<file path="src/rtl/udm_host_if.sv">
// Word-access request port between a requester and udm_host.
interface udm_host_if;
  logic        req_i;
  logic        we_i;
  logic [31:0] addr_i;
  logic [31:0] wdata_i;
  logic        ack_o;
  logic        resp_o;
  logic [31:0] rdata_o;
  logic        timeout_o;
  logic        busy_o;

  modport master (
    output req_i, we_i, addr_i, wdata_i,
    input  ack_o, resp_o, rdata_o, timeout_o, busy_o
  );

  modport slave (
    input  req_i, we_i, addr_i, wdata_i,
    output ack_o, resp_o, rdata_o, timeout_o, busy_o
  );
endinterface

</file>
<file path="src/rtl/udm_host.sv">
// Host-side UDM initiator: serializes word writes/reads into UART frames on tx_o
// and gathers the 4-byte read response from rx_i.
module udm_host #(
  parameter int unsigned BAUD_DIV    = 868,
  parameter int unsigned TIMEOUT_CYC = 2000000
) (
  input  logic      clk_i,
  input  logic      rst_i,
  udm_host_if.slave bus,
  output logic      tx_o,
  input  logic      rx_i
);

  localparam logic [1:0] IDLE    = 2'd0;
  localparam logic [1:0] SEND    = 2'd1;
  localparam logic [1:0] WAIT_RX = 2'd2;
  localparam logic [1:0] DONE    = 2'd3;

  localparam logic [2:0] R_IDLE  = 3'd0;
  localparam logic [2:0] R_START = 3'd1;
  localparam logic [2:0] R_DATA  = 3'd2;
  localparam logic [2:0] R_STOP  = 3'd3;
  localparam logic [2:0] R_HUNT  = 3'd4;

  localparam logic [15:0] BIT_LAST  = 16'(BAUD_DIV - 1);
  localparam logic [15:0] HALF_LAST = 16'(BAUD_DIV / 2 - 1);
  localparam logic [31:0] TO_LAST   = 32'(TIMEOUT_CYC - 1);

  logic [1:0]  state;
  logic        we_q;
  logic [31:0] addr_q;
  logic [31:0] wdata_q;
  logic        ack_q;
  logic        resp_q;
  logic        busy_q;
  logic        timeout_q;
  logic        to_flag;
  logic [31:0] rdata_q;
  logic [31:0] rbuf;
  logic [1:0]  rx_num;
  logic [31:0] to_cnt;

  logic        tx_run;
  logic [3:0]  tx_idx;
  logic [3:0]  tx_bit;
  logic [15:0] tx_cnt;
  logic [7:0]  cur_byte;
  logic [3:0]  last_idx;

  logic        rx_meta;
  logic        rx_sync;
  logic        rx_prev;
  logic [2:0]  rx_st;
  logic [15:0] rx_cnt;
  logic [2:0]  rx_bit;
  logic [7:0]  rx_shift;
  logic        rx_stb;

  assign bus.ack_o     = ack_q;
  assign bus.resp_o    = resp_q;
  assign bus.busy_o    = busy_q;
  assign bus.timeout_o = timeout_q;
  assign bus.rdata_o   = rdata_q;

  assign last_idx = we_q ? 4'd13 : 4'd9;

  always_comb begin
    cur_byte = '0;
    case (tx_idx)
      4'd0:    cur_byte = 8'h55;
      4'd1:    cur_byte = we_q ? 8'h81 : 8'h82;
      4'd2:    cur_byte = addr_q[7:0];
      4'd3:    cur_byte = addr_q[15:8];
      4'd4:    cur_byte = addr_q[23:16];
      4'd5:    cur_byte = addr_q[31:24];
      4'd6:    cur_byte = 8'h04;
      4'd10:   cur_byte = wdata_q[7:0];
      4'd11:   cur_byte = wdata_q[15:8];
      4'd12:   cur_byte = wdata_q[23:16];
      4'd13:   cur_byte = wdata_q[31:24];
      default: cur_byte = '0;
    endcase
  end

  // A byte is only complete once its stop bit samples high.
  assign rx_stb = (rx_st == R_STOP) && (rx_cnt == BIT_LAST) && rx_sync;

  always_ff @(posedge clk_i) begin
    if (rst_i) begin
      rx_meta  <= 1'b1;
      rx_sync  <= 1'b1;
      rx_prev  <= 1'b1;
      rx_st    <= R_IDLE;
      rx_cnt   <= '0;
      rx_bit   <= '0;
      rx_shift <= '0;
    end else begin
      rx_meta <= rx_i;
      rx_sync <= rx_meta;
      rx_prev <= rx_sync;
      case (rx_st)
        R_IDLE: begin
          if (rx_prev && !rx_sync) begin
            rx_cnt <= '0;
            rx_st  <= R_START;
          end
        end
        R_START: begin
          if (rx_cnt == HALF_LAST) begin
            rx_cnt <= '0;
            rx_bit <= '0;
            rx_st  <= rx_sync ? R_IDLE : R_DATA;
          end else begin
            rx_cnt <= rx_cnt + 16'd1;
          end
        end
        R_DATA: begin
          if (rx_cnt == BIT_LAST) begin
            rx_cnt   <= '0;
            rx_shift <= {rx_sync, rx_shift[7:1]};
            rx_bit   <= rx_bit + 3'd1;
            if (rx_bit == 3'd7) rx_st <= R_STOP;
          end else begin
            rx_cnt <= rx_cnt + 16'd1;
          end
        end
        R_STOP: begin
          if (rx_cnt == BIT_LAST) begin
            rx_cnt <= '0;
            rx_st  <= rx_sync ? R_IDLE : R_HUNT;
          end else begin
            rx_cnt <= rx_cnt + 16'd1;
          end
        end
        R_HUNT: begin
          if (rx_sync) rx_st <= R_IDLE;
        end
        default: rx_st <= R_IDLE;
      endcase
    end
  end

  always_ff @(posedge clk_i) begin
    if (rst_i) begin
      state     <= IDLE;
      we_q      <= 1'b0;
      addr_q    <= '0;
      wdata_q   <= '0;
      ack_q     <= 1'b0;
      resp_q    <= 1'b0;
      busy_q    <= 1'b0;
      timeout_q <= 1'b0;
      to_flag   <= 1'b0;
      rdata_q   <= '0;
      rbuf      <= '0;
      rx_num    <= '0;
      to_cnt    <= '0;
      tx_run    <= 1'b0;
      tx_idx    <= '0;
      tx_bit    <= '0;
      tx_cnt    <= '0;
      tx_o      <= 1'b1;
    end else begin
      ack_q  <= 1'b0;
      resp_q <= 1'b0;
      case (state)
        IDLE: begin
          if (resp_q) busy_q <= 1'b0;
          if (bus.req_i) begin
            ack_q   <= 1'b1;
            busy_q  <= 1'b1;
            we_q    <= bus.we_i;
            addr_q  <= bus.addr_i & 32'hFFFF_FFFC;
            wdata_q <= bus.wdata_i;
            to_flag <= 1'b0;
            tx_idx  <= '0;
            tx_run  <= 1'b0;
            state   <= SEND;
          end
        end
        SEND: begin
          // First SEND cycle is the ack cycle; the start bit begins one cycle later.
          if (!tx_run) begin
            tx_run <= 1'b1;
            tx_o   <= 1'b0;
            tx_bit <= '0;
            tx_cnt <= '0;
          end else if (tx_cnt == BIT_LAST) begin
            tx_cnt <= '0;
            if (tx_bit == 4'd9) begin
              if (tx_idx == last_idx) begin
                tx_run <= 1'b0;
                if (we_q) begin
                  state <= DONE;
                end else begin
                  rx_num <= '0;
                  to_cnt <= '0;
                  rbuf   <= '0;
                  state  <= WAIT_RX;
                end
              end else begin
                tx_idx <= tx_idx + 4'd1;
                tx_bit <= '0;
                tx_o   <= 1'b0;
              end
            end else begin
              tx_bit <= tx_bit + 4'd1;
              tx_o   <= (tx_bit == 4'd8) ? 1'b1 : cur_byte[tx_bit[2:0]];
            end
          end else begin
            tx_cnt <= tx_cnt + 16'd1;
          end
        end
        WAIT_RX: begin
          if (rx_stb) begin
            rbuf[{rx_num, 3'b000} +: 8] <= rx_shift;
            to_cnt <= '0;
            rx_num <= rx_num + 2'd1;
            if (rx_num == 2'd3) begin
              to_flag <= 1'b0;
              state   <= DONE;
            end
          end else if (to_cnt == TO_LAST) begin
            to_cnt  <= '0;
            to_flag <= 1'b1;
            state   <= DONE;
          end else begin
            to_cnt <= to_cnt + 32'd1;
          end
        end
        DONE: begin
          resp_q    <= 1'b1;
          timeout_q <= to_flag;
          if (!we_q) rdata_q <= rbuf;
          state <= IDLE;
        end
        default: state <= IDLE;
      endcase
    end
  end

endmodule

</file>
<file path="src/flat_wrapper.sv">
// flat-port wrapper written by rule: the top's interface ports become plain ports
module udm_host_flat 
#(
  parameter int unsigned BAUD_DIV    = 868,
  parameter int unsigned TIMEOUT_CYC = 2000000
)
  (clk_i, rst_i, tx_o, rx_i, bus_req_i, bus_we_i, bus_addr_i, bus_wdata_i, bus_ack_o, bus_resp_o, bus_rdata_o, bus_timeout_o, bus_busy_o);
  udm_host_if bus_i ();
  input  logic clk_i;
  input  logic rst_i;
  output logic tx_o;
  input  logic rx_i;
  input wire logic [$bits(bus_i.req_i)-1:0] bus_req_i;
  input wire logic [$bits(bus_i.we_i)-1:0] bus_we_i;
  input wire logic [$bits(bus_i.addr_i)-1:0] bus_addr_i;
  input wire logic [$bits(bus_i.wdata_i)-1:0] bus_wdata_i;
  output wire logic [$bits(bus_i.ack_o)-1:0] bus_ack_o;
  output wire logic [$bits(bus_i.resp_o)-1:0] bus_resp_o;
  output wire logic [$bits(bus_i.rdata_o)-1:0] bus_rdata_o;
  output wire logic [$bits(bus_i.timeout_o)-1:0] bus_timeout_o;
  output wire logic [$bits(bus_i.busy_o)-1:0] bus_busy_o;
  assign bus_i.req_i = bus_req_i;
  assign bus_i.we_i = bus_we_i;
  assign bus_i.addr_i = bus_addr_i;
  assign bus_i.wdata_i = bus_wdata_i;
  assign bus_ack_o = bus_i.ack_o;
  assign bus_resp_o = bus_i.resp_o;
  assign bus_rdata_o = bus_i.rdata_o;
  assign bus_timeout_o = bus_i.timeout_o;
  assign bus_busy_o = bus_i.busy_o;
  udm_host #(.BAUD_DIV(BAUD_DIV), .TIMEOUT_CYC(TIMEOUT_CYC)) u_core (.clk_i(clk_i), .rst_i(rst_i), .bus(bus_i), .tx_o(tx_o), .rx_i(rx_i));
endmodule
</file>
<file path="config.mk">
export PLATFORM = sky130hd
export DESIGN_NAME = udm_host_flat
export DESIGN_NICKNAME = d
export VERILOG_FILES = /design/src/rtl/udm_host_if.sv /design/src/rtl/udm_host.sv /design/src/flat_wrapper.sv
export SDC_FILE = /design/constraint.sdc
export NUM_CORES = 1
export LEC_CHECK = 0
export ABC_AREA = 1
export ABC_CLOCK_PERIOD_IN_PS = 2200
export CORE_MARGIN = 1
export CORE_UTILIZATION = 52
export CTS_CLUSTER_DIAMETER = 120
export DETAILED_ROUTE_END_ITERATION = 10
export GPL_ROUTABILITY_DRIVEN = 0
export PLACE_DENSITY_LB_ADDON = 0.2
export SYNTH_ARGS = -nofsm -noshare
export SYNTH_HDL_FRONTEND = slang
export SYNTH_SLANG_ARGS = --single-unit
</file>
<file path="constraint.sdc">
create_clock -name clk_i -period 2.2 [get_ports clk_i]
set_clock_uncertainty 0.1 [all_clocks]
set_input_delay 0.66 -clock clk_i [delete_from_list [all_inputs] [get_ports clk_i]]
set_output_delay 0.66 -clock clk_i [all_outputs]
set_load 0.005 [all_outputs]
</file>
==> reports/metrics.csv <==
stage;metric;value;unit
placed_design;io_buffer_count;103;
floorplanning;floorplan.die_area;22000;µm²
synth;synth_async_sr_flop_share;0;%
layout;layout.cells.most_common;nor2_1;
grt;first_pass_grt_wire_length;48.6;mm
synth;mappedNetlistArea;11100;µm²
floorplanning;die_height;148;µm
critical_path;path_max_fanout;2;
clock_tree;clk-insertion-delay-late;520;ps
critical_path;crit_chain;clkdlybuf4s50_1;
clock_tree;worst_case_clock_buffer_depth;3;
grt;gr-total-overflow;0;
drt;drtIter0Drc;757;
layout;postLayoutCoreUtil;65.2;%
grt;global_route.usage.total;26.7;%
critical_path;critical_path.slowest_cell;clkdlybuf4s50_1;
power;power.density;1010;nW/µm²
timing;rsz0062_at_grt;false;
floorplanning;num_io_pins;106;
critical_path;cp_num_cells;1;
layout;proportion_of_layout_cells_with_a_drive_suffix_above_1;9.76;%
clock_tree;cts_sinks;227;
critical_path;r2r_cells;6;
critical_path;startpoint_of_the_lowest_slack_register_to_register_path;u_core.rx_num[1];
timing;clock.fmax;463;MHz
critical_path;worst_ep_required_time;1440;ps
synth;number_of_enable_flip_flop_cells_after_synthesis;0;
clock_tree;count_of_hold_fix_buffers_inserted_at_cts;0;
synth;synth_warnings;0;
synth;synth_top_area_share;40.8;%
drt;route.vias.total;11100;
critical_path;rr_endpoint;u_core.rbuf[0];
synth;synth.largest_area_cell;dfxtp_1;
critical_path;timing.critical_path.to;bus_timeout_o;
synth;synth.avg_cell_area;6.76;µm²
synth;count_of_cell_types_in_the_netlist;43;
synth;seq_area_frac_synth;40.8;%
floorplanning;floorplan.initialDensity;53.0;%
drt;drc_violations;0;
min_path;timing.hold.worst.class;flop to flop;
run_status;run_status;finished, final reports clean;
power;peak_supply_drop;0.625;mV
critical_path;crit_buf_inv;1;
critical_path;startpoint_of_the_most_critical_setup_path;u_core.bus.timeout_o;
timing;crit_share_post_route;98.1;%
placed_design;dp_worst_setup_slack;-181;ps
grt;grt_start_max_net_pins;82;
synth;yosys-top-cells-area;dfxtp_1, nor2_1, nand2_1;
min_path;min-delay-start;u_core.rx_meta;
drt;drt-vias-per-instance;5.39;
drt;drt_first_pass_iters;5;
timing;timing.setup.tns;0;ps
timing;tightestPinTransition;485;ps
critical_path;timing.reg2reg.setup_slack;130;ps
layout;n_antenna_cell;0;
synth;synthesis.instances;1647;
timing;timing.final.hold_violations;0;
flow_run;timing.max_cap.violations;0;
clock_tree;tritoncts.num_buffers;25;
timing;finalMaxSlewViolations;0;
floorplanning;die_width;148;µm
clock_tree;cts_root_buffer_type;clkbuf_16;
critical_path;worst_setup_path_start_kind;flop;
critical_path;worstSetupEndpointType;output pin;
synth;synth.net_count;1735;
timing;finalSetupViolCount;0;
drt;drt-wirelength-per-cell;14.2;µm
drt;postRouteWirelength;29.3;mm
drt;ant_nets;0;
placed_design;place.detailed.hpwl;20.9;mm
timing;slew-limit-headroom;67.7;%
timing;layout_min_cycle_time;2160;ps
grt;grt_pass1_vias;10300;
power;total_leakage_power;5.39;nW
synth;synth_top_flop_cell;dfxtp_1;
layout;layout_nets;1862;
floorplanning;std_cell_rows;53;
timing;final_critical_path_setup_slack;42.3;ps
floorplanning;core_area;21000;µm²
critical_path;critical-path-top-delay-family;buffers and inverters;
min_path;worstHoldPathCells;1;
clock_tree;clock_tree_from_tritoncts;done;
grt;antenna_found_initial;0;
clock_tree;h-tree-depth;1;
critical_path;max_stage_delay;520;ps
critical_path;path_class;flop to output pin;
clock_tree;clkSlewWorstSetupHoldPaths;60;ps
synth;ys_seq_elements;227;
layout;area_delta_synth_final;23.1;%
layout;n_fill_cell;1885;
critical_path;cp.arrival;1400;ps
layout;layout.cells.most_common_list;nor2_1, nand2_1, dfxtp_1;
[stage by stage]
step	instance area, µm²	hold slack (ps)	power, mW	instances
floorplan	11100	289	8.06	1647
global placement	12700	296	9.46	2014
detailed placement	12700	305	9.56	2014
CTS	13500	320	13.7	2061
global route	13700	342	14.7	2068
finish	13700	317	13.9	2068
[cells by family (layout without fill, tap and decap cells)]
kind of cell               Yosys count  count (layout)  share of synthesized area, %
AOI/OAI and AO/OA                  270             270                          12.6
xor gates and xnor gates            19              19                          1.49
adders and majority gates           19              19                          2.14
buffers and inverters              226             372                          8.07
DFF                                227             227                          40.8
and+or+nand+nor                    886             886                          34.9
[area by class of cell]
| class | count | area, µm² | area share [%] |
|---|---|---|---|
| Multi-Input combinational cell | 1194 | 5780 | 42.2 |
| Tap cell | 275 | 344 | 2.51 |
| Timing Repair Buffer | 174 | 1640 | 12.0 |
| Clock inverter | 12 | 116 | 0.849 |
| Clock buffer | 34 | 689 | 5.03 |
| Inverter | 152 | 576 | 4.20 |
| Sequential cell | 227 | 4550 | 33.2 |
[cell usage after synthesis, types with 4 or more instances]
master	number
a21oi_1	100
o21ai_1	11
nor3_1	56
xor2_1	16
clkbuf_1	52
dfxtp_1	227
buf_2	10
a211oi_1	7
nand2_1	271
nor2_1	340
buf_1	6
ha_1	19
nand3b_1	5
nand2_2	6
clkinv_1	6
o21ai_0	138
nand3_2	4
nor3b_1	9
or2_2	5
nand3_1	113
nand4_1	48
inv_1	143
nor4_1	11
nor2_2	5
buf_6	4
[timing repair]
item                       CTS  global route
setup endpoints to repair    9            67
gates resized for setup      1            34
pin swaps                    1             3
buffers inserted             1             7
[report_power, final]
| group | total, mW | leakage, nW | switching, mW | internal (mW) |
|---|---|---|---|---|
| logic | 4.79 | 3.14 | 3.07 | 1.72 |
| clock network | 4.13 | 0.401 | 1.70 | 2.43 |
| registers | 4.98 | 1.85 | 0.316 | 4.66 |
[metal layers]
layer  track usage (%)  wire length (µm)
met5                 0                 0
met4              6.65               609
met3              3.44              1480
met2              45.3             13700
met1              35.8             13600
[flip-flops by register name (all words and copies together) (netlist names), 2 cells and up]
name and count:
u_core.rbuf 32, u_core.addr_q 30, u_core.rx_st 3, u_core.wdata_q 32, u_core.tx_bit 4, u_core.rx_num 2
u_core.tx_cnt 16, u_core.tx_idx 4, u_core.state 2, u_core.bus.rdata_o 32, u_core.rx_bit 3, u_core.rx_cnt 16
u_core.rx_shift 8, u_core.to_cnt 32
[how the worst min path moves through the flow]
stage / slack [ps] / end
after detailed placement: 310 / u_core.rx_sync
after floorplan: 290 / u_core.rx_sync
after global placement: 300 / u_core.rx_sync
after CTS: 320 / u_core.rx_sync
final: 320 / u_core.rx_sync
after global routing: 340 / u_core.rx_sync
Power figures use the tool's default switching activity.
